<file path="config.mk">
export PLATFORM = sky130hd
export DESIGN_NAME = eth_phy_10g_rx_block_lock_ctrl
export DESIGN_NICKNAME = d
export VERILOG_FILES = /design/src/rtl/eth_phy_10g_pkg.sv /design/src/rtl/eth_phy_10g_bitslip_pulse.sv /design/src/rtl/eth_phy_10g_rx_block_lock_ctrl.sv
export SDC_FILE = /design/constraint.sdc
export NUM_CORES = 1
export LEC_CHECK = 0
export CAP_MARGIN = 40
export CORE_AREA = 2 2 65 67
export CTS_BUF_LIST = sky130_fd_sc_hd__clkbuf_2 sky130_fd_sc_hd__clkbuf_4 sky130_fd_sc_hd__clkbuf_8
export CTS_CLUSTER_DIAMETER = 200
export CTS_CLUSTER_SIZE = 20
export DETAILED_ROUTE_END_ITERATION = 7
export DIE_AREA = 0 0 67 69
export GPL_TIMING_DRIVEN = 1
export HOLD_SLACK_MARGIN = 0.02
export PLACE_DENSITY_LB_ADDON = 0.08
export SYNTH_ARGS = -nofsm -noshare
export SYNTH_HDL_FRONTEND = slang
export SYNTH_SLANG_ARGS = --single-unit
</file>
<file path="constraint.sdc">
create_clock -name clk -period 2.7 [get_ports clk]
set_clock_uncertainty 0.1 [all_clocks]
set_input_delay 0.405 -clock clk [delete_from_list [all_inputs] [get_ports clk]]
set_output_delay 0.405 -clock clk [all_outputs]
set_load 0.005 [all_outputs]
</file>
<file path="src/rtl/eth_phy_10g_pkg.sv">
// Shared constants, FSM encoding and header helper for the 10G PHY RX block-lock logic.
package eth_phy_10g_pkg;

   localparam logic [1:0] SYNC_DATA = 2'b10;
   localparam logic [1:0] SYNC_CTRL = 2'b01;

   localparam int LOCK_COUNT_DEF    = 64;
   localparam int INVALID_LIMIT_DEF = 16;
   localparam int BER_WINDOW        = 1024;
   localparam int BER_ERR_LIMIT     = 16;

   typedef enum logic [1:0] {
      SEARCH = 2'd0,
      LOCKED = 2'd1,
      SLIP   = 2'd2
   } blk_state_e;

   function automatic logic hdr_is_valid(input logic [1:0] hdr);
      return (hdr == SYNC_DATA) || (hdr == SYNC_CTRL);
   endfunction

endpackage

</file>
<file path="src/rtl/eth_phy_10g_bitslip_pulse.sv">
// High/low timed pulse generator: on start, pulse high HIGH_CYCLES, then blank LOW_CYCLES.
module eth_phy_10g_bitslip_pulse #(
   parameter int HIGH_CYCLES = 1,
   parameter int LOW_CYCLES  = 8
) (
   input  logic clk,
   input  logic rst,
   input  logic start_i,
   output logic busy_o,
   output logic pulse_o
);

   localparam int MAXC = (HIGH_CYCLES > LOW_CYCLES) ? HIGH_CYCLES : LOW_CYCLES;
   localparam int TW   = $clog2(MAXC + 1);

   if (HIGH_CYCLES < 1) begin : g_high_chk
      $error("eth_phy_10g_bitslip_pulse: HIGH_CYCLES must be >= 1");
   end
   if (LOW_CYCLES < 1) begin : g_low_chk
      $error("eth_phy_10g_bitslip_pulse: LOW_CYCLES must be >= 1");
   end

   logic [TW-1:0] timer_q, timer_d;
   logic          pulse_q, pulse_d;
   logic          low_q, low_d;

   always_comb begin
      pulse_d = pulse_q;
      low_d   = low_q;
      timer_d = timer_q;
      if (pulse_q) begin
         if (timer_q == '0) begin
            pulse_d = 1'b0;
            low_d   = 1'b1;
            timer_d = TW'(LOW_CYCLES - 1);
         end else begin
            timer_d = timer_q - 1'b1;
         end
      end else if (low_q) begin
         if (timer_q == '0) low_d = 1'b0;
         else               timer_d = timer_q - 1'b1;
      end else if (start_i) begin
         pulse_d = 1'b1;
         timer_d = TW'(HIGH_CYCLES - 1);
      end
   end

   always_ff @(posedge clk or posedge rst) begin
      if (rst) begin
         pulse_q <= 1'b0;
         low_q   <= 1'b0;
         timer_q <= '0;
      end else begin
         pulse_q <= pulse_d;
         low_q   <= low_d;
         timer_q <= timer_d;
      end
   end

   assign busy_o  = pulse_q | low_q;
   assign pulse_o = pulse_q;

endmodule

</file>
<file path="src/rtl/eth_phy_10g_rx_block_lock_ctrl.sv">
// Block-lock FSM: slips the aligner until LOCK_COUNT good headers, drops lock on INVALID_LIMIT bad ones.
// Optional high-BER monitor enabled by `define ETH_PHY_10G_RX_HI_BER_EN.
module eth_phy_10g_rx_block_lock_ctrl
   import eth_phy_10g_pkg::*;
#(
   parameter int HDR_WIDTH           = 2,
   parameter int BITSLIP_HIGH_CYCLES = 1,
   parameter int BITSLIP_LOW_CYCLES  = 8,
   parameter int LOCK_COUNT          = LOCK_COUNT_DEF,
   parameter int INVALID_LIMIT       = INVALID_LIMIT_DEF
) (
   input  logic                 clk,
   input  logic                 rst,
   input  logic [HDR_WIDTH-1:0] serdes_rx_hdr,
   input  logic                 serdes_rx_hdr_valid,
   output logic                 serdes_rx_bitslip,
   output logic                 rx_block_lock,
   output logic [7:0]           rx_slip_count,
   output logic                 rx_high_ber
);

   if (HDR_WIDTH != 2) begin : g_hdr_width_chk
      $error("eth_phy_10g_rx_block_lock_ctrl: only HDR_WIDTH == 2 is supported");
   end

   blk_state_e state_q, state_d;
   logic [6:0] sh_cnt_q, sh_cnt_d, sh_cnt_inc;
   logic [4:0] sh_invld_cnt_q, sh_invld_cnt_d, invld_inc;
   logic [7:0] slip_cnt_q, slip_cnt_d;
   logic       slip_start_q, slip_start_d;
   logic       lock_q;
   logic       hdr_ok, go_slip, slip_busy, slip_pulse;

   assign hdr_ok     = hdr_is_valid(serdes_rx_hdr);
   assign sh_cnt_inc = sh_cnt_q + 7'd1;
   assign invld_inc  = sh_invld_cnt_q + {4'd0, ~hdr_ok};

   always_comb begin
      state_d        = state_q;
      sh_cnt_d       = sh_cnt_q;
      sh_invld_cnt_d = sh_invld_cnt_q;
      slip_cnt_d     = slip_cnt_q;
      slip_start_d   = 1'b0;
      go_slip        = 1'b0;
      case (state_q)
         SEARCH: if (serdes_rx_hdr_valid) begin
            if (!hdr_ok) begin
               go_slip = 1'b1;
            end else if (sh_cnt_q == 7'(LOCK_COUNT - 1)) begin
               sh_cnt_d       = '0;
               sh_invld_cnt_d = '0;
               state_d        = LOCKED;
            end else begin
               sh_cnt_d = sh_cnt_inc;
            end
         end
         LOCKED: if (serdes_rx_hdr_valid) begin
            // Loss of lock wins over a coincident window end.
            if (!hdr_ok && invld_inc == 5'(INVALID_LIMIT)) begin
               go_slip = 1'b1;
            end else if (sh_cnt_inc == 7'(LOCK_COUNT)) begin
               sh_cnt_d       = '0;
               sh_invld_cnt_d = '0;
            end else begin
               sh_cnt_d       = sh_cnt_inc;
               sh_invld_cnt_d = invld_inc;
            end
         end
         SLIP: if (!slip_busy && !slip_start_q) state_d = SEARCH;
         default: state_d = SEARCH;
      endcase
      if (go_slip) begin
         sh_cnt_d       = '0;
         sh_invld_cnt_d = '0;
         state_d        = SLIP;
         slip_start_d   = 1'b1;
         if (slip_cnt_q != 8'hFF) slip_cnt_d = slip_cnt_q + 8'd1;
      end
   end

   always_ff @(posedge clk or posedge rst) begin
      if (rst) begin
         state_q        <= SEARCH;
         sh_cnt_q       <= '0;
         sh_invld_cnt_q <= '0;
         slip_cnt_q     <= '0;
         slip_start_q   <= 1'b0;
         lock_q         <= 1'b0;
      end else begin
         state_q        <= state_d;
         sh_cnt_q       <= sh_cnt_d;
         sh_invld_cnt_q <= sh_invld_cnt_d;
         slip_cnt_q     <= slip_cnt_d;
         slip_start_q   <= slip_start_d;
         lock_q         <= (state_d == LOCKED);
      end
   end

   // Start is registered so the pulse lands two cycles after the offending header.
   eth_phy_10g_bitslip_pulse #(
      .HIGH_CYCLES (BITSLIP_HIGH_CYCLES),
      .LOW_CYCLES  (BITSLIP_LOW_CYCLES)
   ) u_slip (
      .clk     (clk),
      .rst     (rst),
      .start_i (slip_start_q),
      .busy_o  (slip_busy),
      .pulse_o (slip_pulse)
   );

   assign serdes_rx_bitslip = slip_pulse;
   assign rx_block_lock     = lock_q;
   assign rx_slip_count     = slip_cnt_q;

`ifdef ETH_PHY_10G_RX_HI_BER_EN
   logic [15:0] ber_win_q, ber_win_d;
   logic [4:0]  ber_err_q, ber_err_d, ber_err_inc;
   logic        ber_q, ber_d;

   assign ber_err_inc = (ber_err_q == 5'h1F) ? ber_err_q : ber_err_q + {4'd0, ~hdr_ok};

   always_comb begin
      ber_win_d = ber_win_q;
      ber_err_d = ber_err_q;
      ber_d     = ber_q;
      if (state_q != LOCKED || state_d != LOCKED) begin
         ber_win_d = '0;
         ber_err_d = '0;
         ber_d     = 1'b0;
      end else if (serdes_rx_hdr_valid) begin
         if (ber_win_q == 16'(BER_WINDOW - 1)) begin
            ber_d     = (ber_err_inc >= 5'(BER_ERR_LIMIT));
            ber_win_d = '0;
            ber_err_d = '0;
         end else begin
            ber_win_d = ber_win_q + 16'd1;
            ber_err_d = ber_err_inc;
            if (ber_err_inc >= 5'(BER_ERR_LIMIT)) ber_d = 1'b1;
         end
      end
   end

   always_ff @(posedge clk or posedge rst) begin
      if (rst) begin
         ber_win_q <= '0;
         ber_err_q <= '0;
         ber_q     <= 1'b0;
      end else begin
         ber_win_q <= ber_win_d;
         ber_err_q <= ber_err_d;
         ber_q     <= ber_d;
      end
   end

   assign rx_high_ber = ber_q;
`else
   assign rx_high_ber = 1'b0;
`endif

endmodule

</file>
==> results.tsv <==
stage	metric	value	unit
clock_network	cts-htree-levels	2	
placement	dp.cells	242	
yosys	synth_top_area_share	44.44	%
worst_setup_path	reg2reg_from	sh_invld_cnt_q[0]$_DFFE_PP0P_	
die	die_w	67	um
worst_setup_path	regToRegSetupSlack	0.49	ns
sta	worst_pin_slew	0.6417	ns
drt	avgRoutedWirePerCell	14.70	um
drt	dr.pass1.iters	4	
sta	hold_violations	0	
worst_setup_path	endpoint_kind	flip-flop	
worst_setup_path	crit_path_start	serdes_rx_hdr[1]	
die	dieArea	4623	um2
sta	setup_violations	0	
clock_network	hold_buffers	0	
hold_path	hold_path_class	flip-flop to flip-flop	
yosys	synth_cell_types	46	
clock_network	cts_tree	built	
yosys	ys_ff_latch	30	
layout	layoutNonFillerInstCount	250	
sta	final_max_slew_viol_count	0	
grt	grt_overflow	0	
drt	drc_errors	0	
die	design.core.area	3914	um2
worst_setup_path	path_max_fanout	8	
grt	track_usage	17.32	%
power_and_ir_drop	vdd_drop_max	0.0005532	V
worst_setup_path	worstSetupPathDepth	10	
clock_network	insertion_delay	0.28	ns
layout	postLayoutCellArea	2146	um2
placement	placed_cell_area	1946	um2
die	io_pins	16	
power_and_ir_drop	powerDensity	873.1	nW/um2
yosys	yosysSeqAreaShare	44.44	%
yosys	syn_nets	184	
worst_setup_path	endpoint	rx_slip_count[1]$_DFFE_PP0P_	
yosys	synth.cell_area	1689	um2
drt	wl	3.675	mm
clock_network	clk_pin_slew	0.07	ns
layout	n_antenna_cell	0	
sta	fmax	386.6	MHz
power_and_ir_drop	total_power	1.874	mW
die	rows	23	
clock_network	cts_sinks	30	
die	initial_utilization	43.16	%
yosys	synth_edf_count	0	
clock_network	cts_max_path_buffers	2	
grt	grt_pass1_wl	6.306	mm
die	die_y	69	um
power_and_ir_drop	p_leak	0.9176	nW
drt	vias_per_cell	5.560	
outcome	status	completed	
grt	grt_pass1_vias	1408	
worst_setup_path	max_stage_delay	0.50	ns
yosys	synth_warnings	0	
placement	gp_congestion	0.8186	
placement	dp_hpwl	2.577	mm
worst_setup_path	worstPathRequired	2.77	ns
layout	final_nets	210	
yosys	avgSynthCellArea	9.708	um2
sta	max_slew_margin	56.93	%
grt	antenna_found_initial	0	
yosys	synthCells	174	
clock_network	cts_buffers	5	
worst_setup_path	arrival	2.65	ns
worst_setup_path	worstPathCellList	clkdlybuf4s50_1 -> xnor2_2 -> ha_2 -> ha_4 -> nor4_2 -> a22o_1 -> a21oi_2 -> buf_12 -> nor2_2 -> mux2_2	
layout	final_layout_size_suffix_gt1_share	19.50	%
yosys	synth_area_leaders	dfrtp_1, nand2_1, xor2_1	
sta	finalCriticalPeriod	2.587	ns
drt	ant_nets	0	
clock_network	cts_root_buf	clkbuf_8	
worst_setup_path	r2r_end	rx_slip_count[1]$_DFFE_PP0P_	
worst_setup_path	cp_slowest_cell	clkdlybuf4s50_1	
drt	drt_iter0_markers	64	
sta	fin_crit_sh	95.81	%
placement	io_buffer_count	14	
yosys	async_flop_share	100.0	%
worst_setup_path	critical_path_class	input pin to flip-flop	
job	drv_cap	0	
worst_setup_path	r2r_cells	8	
worst_setup_path	critPathBufInv	2	
sta	finalSetupTns	0	ns
yosys	yosysTopAreaCell	dfrtp_1	
grt	grt_max_degree	31	
worst_setup_path	critPathTopFamily	buffers and inverters	
drt	num_vias	1390	
yosys	synth_ff_type	dfrtp_1	
layout	syn2layout_area_growth	27.04	%
worst_setup_path	startpoint_type	input pin	
cell usage after synthesis, types with 2 or more instances:
| master | n |
|---|---|
| a211oi_1 | 5 |
| a21o_1 | 6 |
| a21oi_1 | 3 |
| a221o_1 | 2 |
| a22o_1 | 3 |
| clkbuf_1 | 4 |
| dfrtp_1 | 30 |
| ha_1 | 5 |
| inv_1 | 8 |
| mux2_2 | 2 |
| nand2_1 | 20 |
| nand2b_1 | 3 |
| nand3_1 | 8 |
| nor2_1 | 9 |
| nor3_1 | 4 |
| nor3b_1 | 3 |
| nor4_1 | 6 |
| nor4b_1 | 2 |
| o21ai_0 | 7 |
| o22ai_1 | 3 |
| o31ai_1 | 3 |
| o31ai_2 | 2 |
| o32ai_1 | 2 |
| or2_2 | 2 |
| or3_1 | 3 |
| xnor2_1 | 2 |
| xor2_1 | 8 |
per-layer routing:
metal / GRT usage [%] / vias to the layer above / share of wire [%]
met3: 5.383 / 7 / 2.9
met4: 4.762 / 0 / 1.4
met5: 0 / - / 0
li1: - / 687 / -
met1: 23.79 / 676 / 48
met2: 26.18 / 20 / 47
layout make-up:
| cell class | instances | area (um2) |
|---|---|---|
| inverters | 8 | 30.03 |
| clock inverters | 1 | 30.03 |
| fillers | 369 | 1768 |
| well taps | 50 | 62.56 |
| repair buffers | 25 | 235.2 |
| flip-flops and latches | 30 | 750.7 |
| clock buffers | 6 | 82.58 |
| multi-input cells | 130 | 954.7 |
power breakdown:
group	total (mW)	switching (mW)	internal [mW]	leakage, nW
sequential	0.748	0.172	0.576	0.383
combinational	0.664	0.321	0.343	0.477
clock	0.461	0.166	0.295	0.0573
total	1.87	0.659	1.21	0.918
cell usage in the layout, fill, tap and decap left out, types with 2 or more instances in the layout:
master	count
nor4_2	3
a221o_1	2
a21o_1	6
clkbuf_8	6
o31ai_2	2
a21oi_1	3
ha_1	3
buf_4	10
nand2_1	20
o22ai_1	3
clkdlybuf4s50_1	14
dfrtp_1	30
or3_1	3
nor3_1	4
mux2_2	2
inv_1	8
nor3b_1	3
a22o_1	3
nor4_1	2
nor2_1	8
or2_2	2
o32ai_1	2
xor2_1	8
o21ai_0	7
o31ai_1	3
nand2b_1	3
a211oi_1	5
nand3_1	8
worst min path at each step:
| stage | from | endpoint | slack (ns) | cells after the start |
|---|---|---|---|---|
| finish | sh_invld_cnt_q[0]$_DFFE_PP0P_ | sh_invld_cnt_q[0]$_DFFE_PP0P_ | 0.40 | 2 |
| global placement | sh_invld_cnt_q[0]$_DFFE_PP0P_ | sh_invld_cnt_q[0]$_DFFE_PP0P_ | 0.37 | 2 |
| floorplan | sh_invld_cnt_q[0]$_DFFE_PP0P_ | sh_invld_cnt_q[0]$_DFFE_PP0P_ | 0.36 | 2 |
| CTS | sh_invld_cnt_q[0]$_DFFE_PP0P_ | sh_invld_cnt_q[0]$_DFFE_PP0P_ | 0.41 | 2 |
| global route | slip_start_q$_DFF_PP0_ | u_slip.pulse_o$_DFF_PP0_ | 0.45 | 1 |
| detailed placement | sh_invld_cnt_q[0]$_DFFE_PP0P_ | sh_invld_cnt_q[0]$_DFFE_PP0P_ | 0.39 | 2 |
stage by stage:
step,hold WS [ns],setup WS [ns],util (%)
5_1_grt,0.4456,-0.01221,54.83
2_1_floorplan,0.3551,0.1243,-
4_1_cts,0.4057,0.009148,52.59
3_3_place_gp,0.3703,-0.2363,49.71
3_5_place_dp,0.3906,-0.2699,49.71
6_report,0.4049,0.1132,54.83
kinds of logic (layout without fill, tap and decap cells):
family | after synthesis | count (layout) | synth area share [%]
buffers and inverters | 14 | 40 | 3.778
AOI/OAI and AO/OA | 42 | 42 | 18.74
adders and majority gates | 5 | 5 | 3.704
muxes | 2 | 2 | 1.333
DFF | 30 | 30 | 44.44
other | 1 | 1 | 0.2220
xor gates and xnor gates | 10 | 10 | 5.186
and+or+nand+nor | 70 | 70 | 22.59
registers in the layout, indices dropped and copies added (netlist names):
name,flops
rx_block_lock,1
rx_slip_count,8
sh_cnt_q,7
sh_invld_cnt_q,5
slip_start_q,1
state_q,2
u_slip.low_q,1
u_slip.pulse_o,1
u_slip.timer_q,4
tightest hold or removal path: cells and delay by family, from the launching register on:
kind               cells  cell delay (ns)
AOI/OAI and AO/OA      1             0.06
DFF                    1             0.36
and+or+nand+nor        1             0.05
what timing repair did:
item | CTS | global route
buffers inserted | 0 | 1
resized for setup | 0 | 12
endpoints found under the setup margin | 0 | 12
hold endpoints to repair | 0 | 0
No activity file was read; power rests on OpenSTA's default activity.
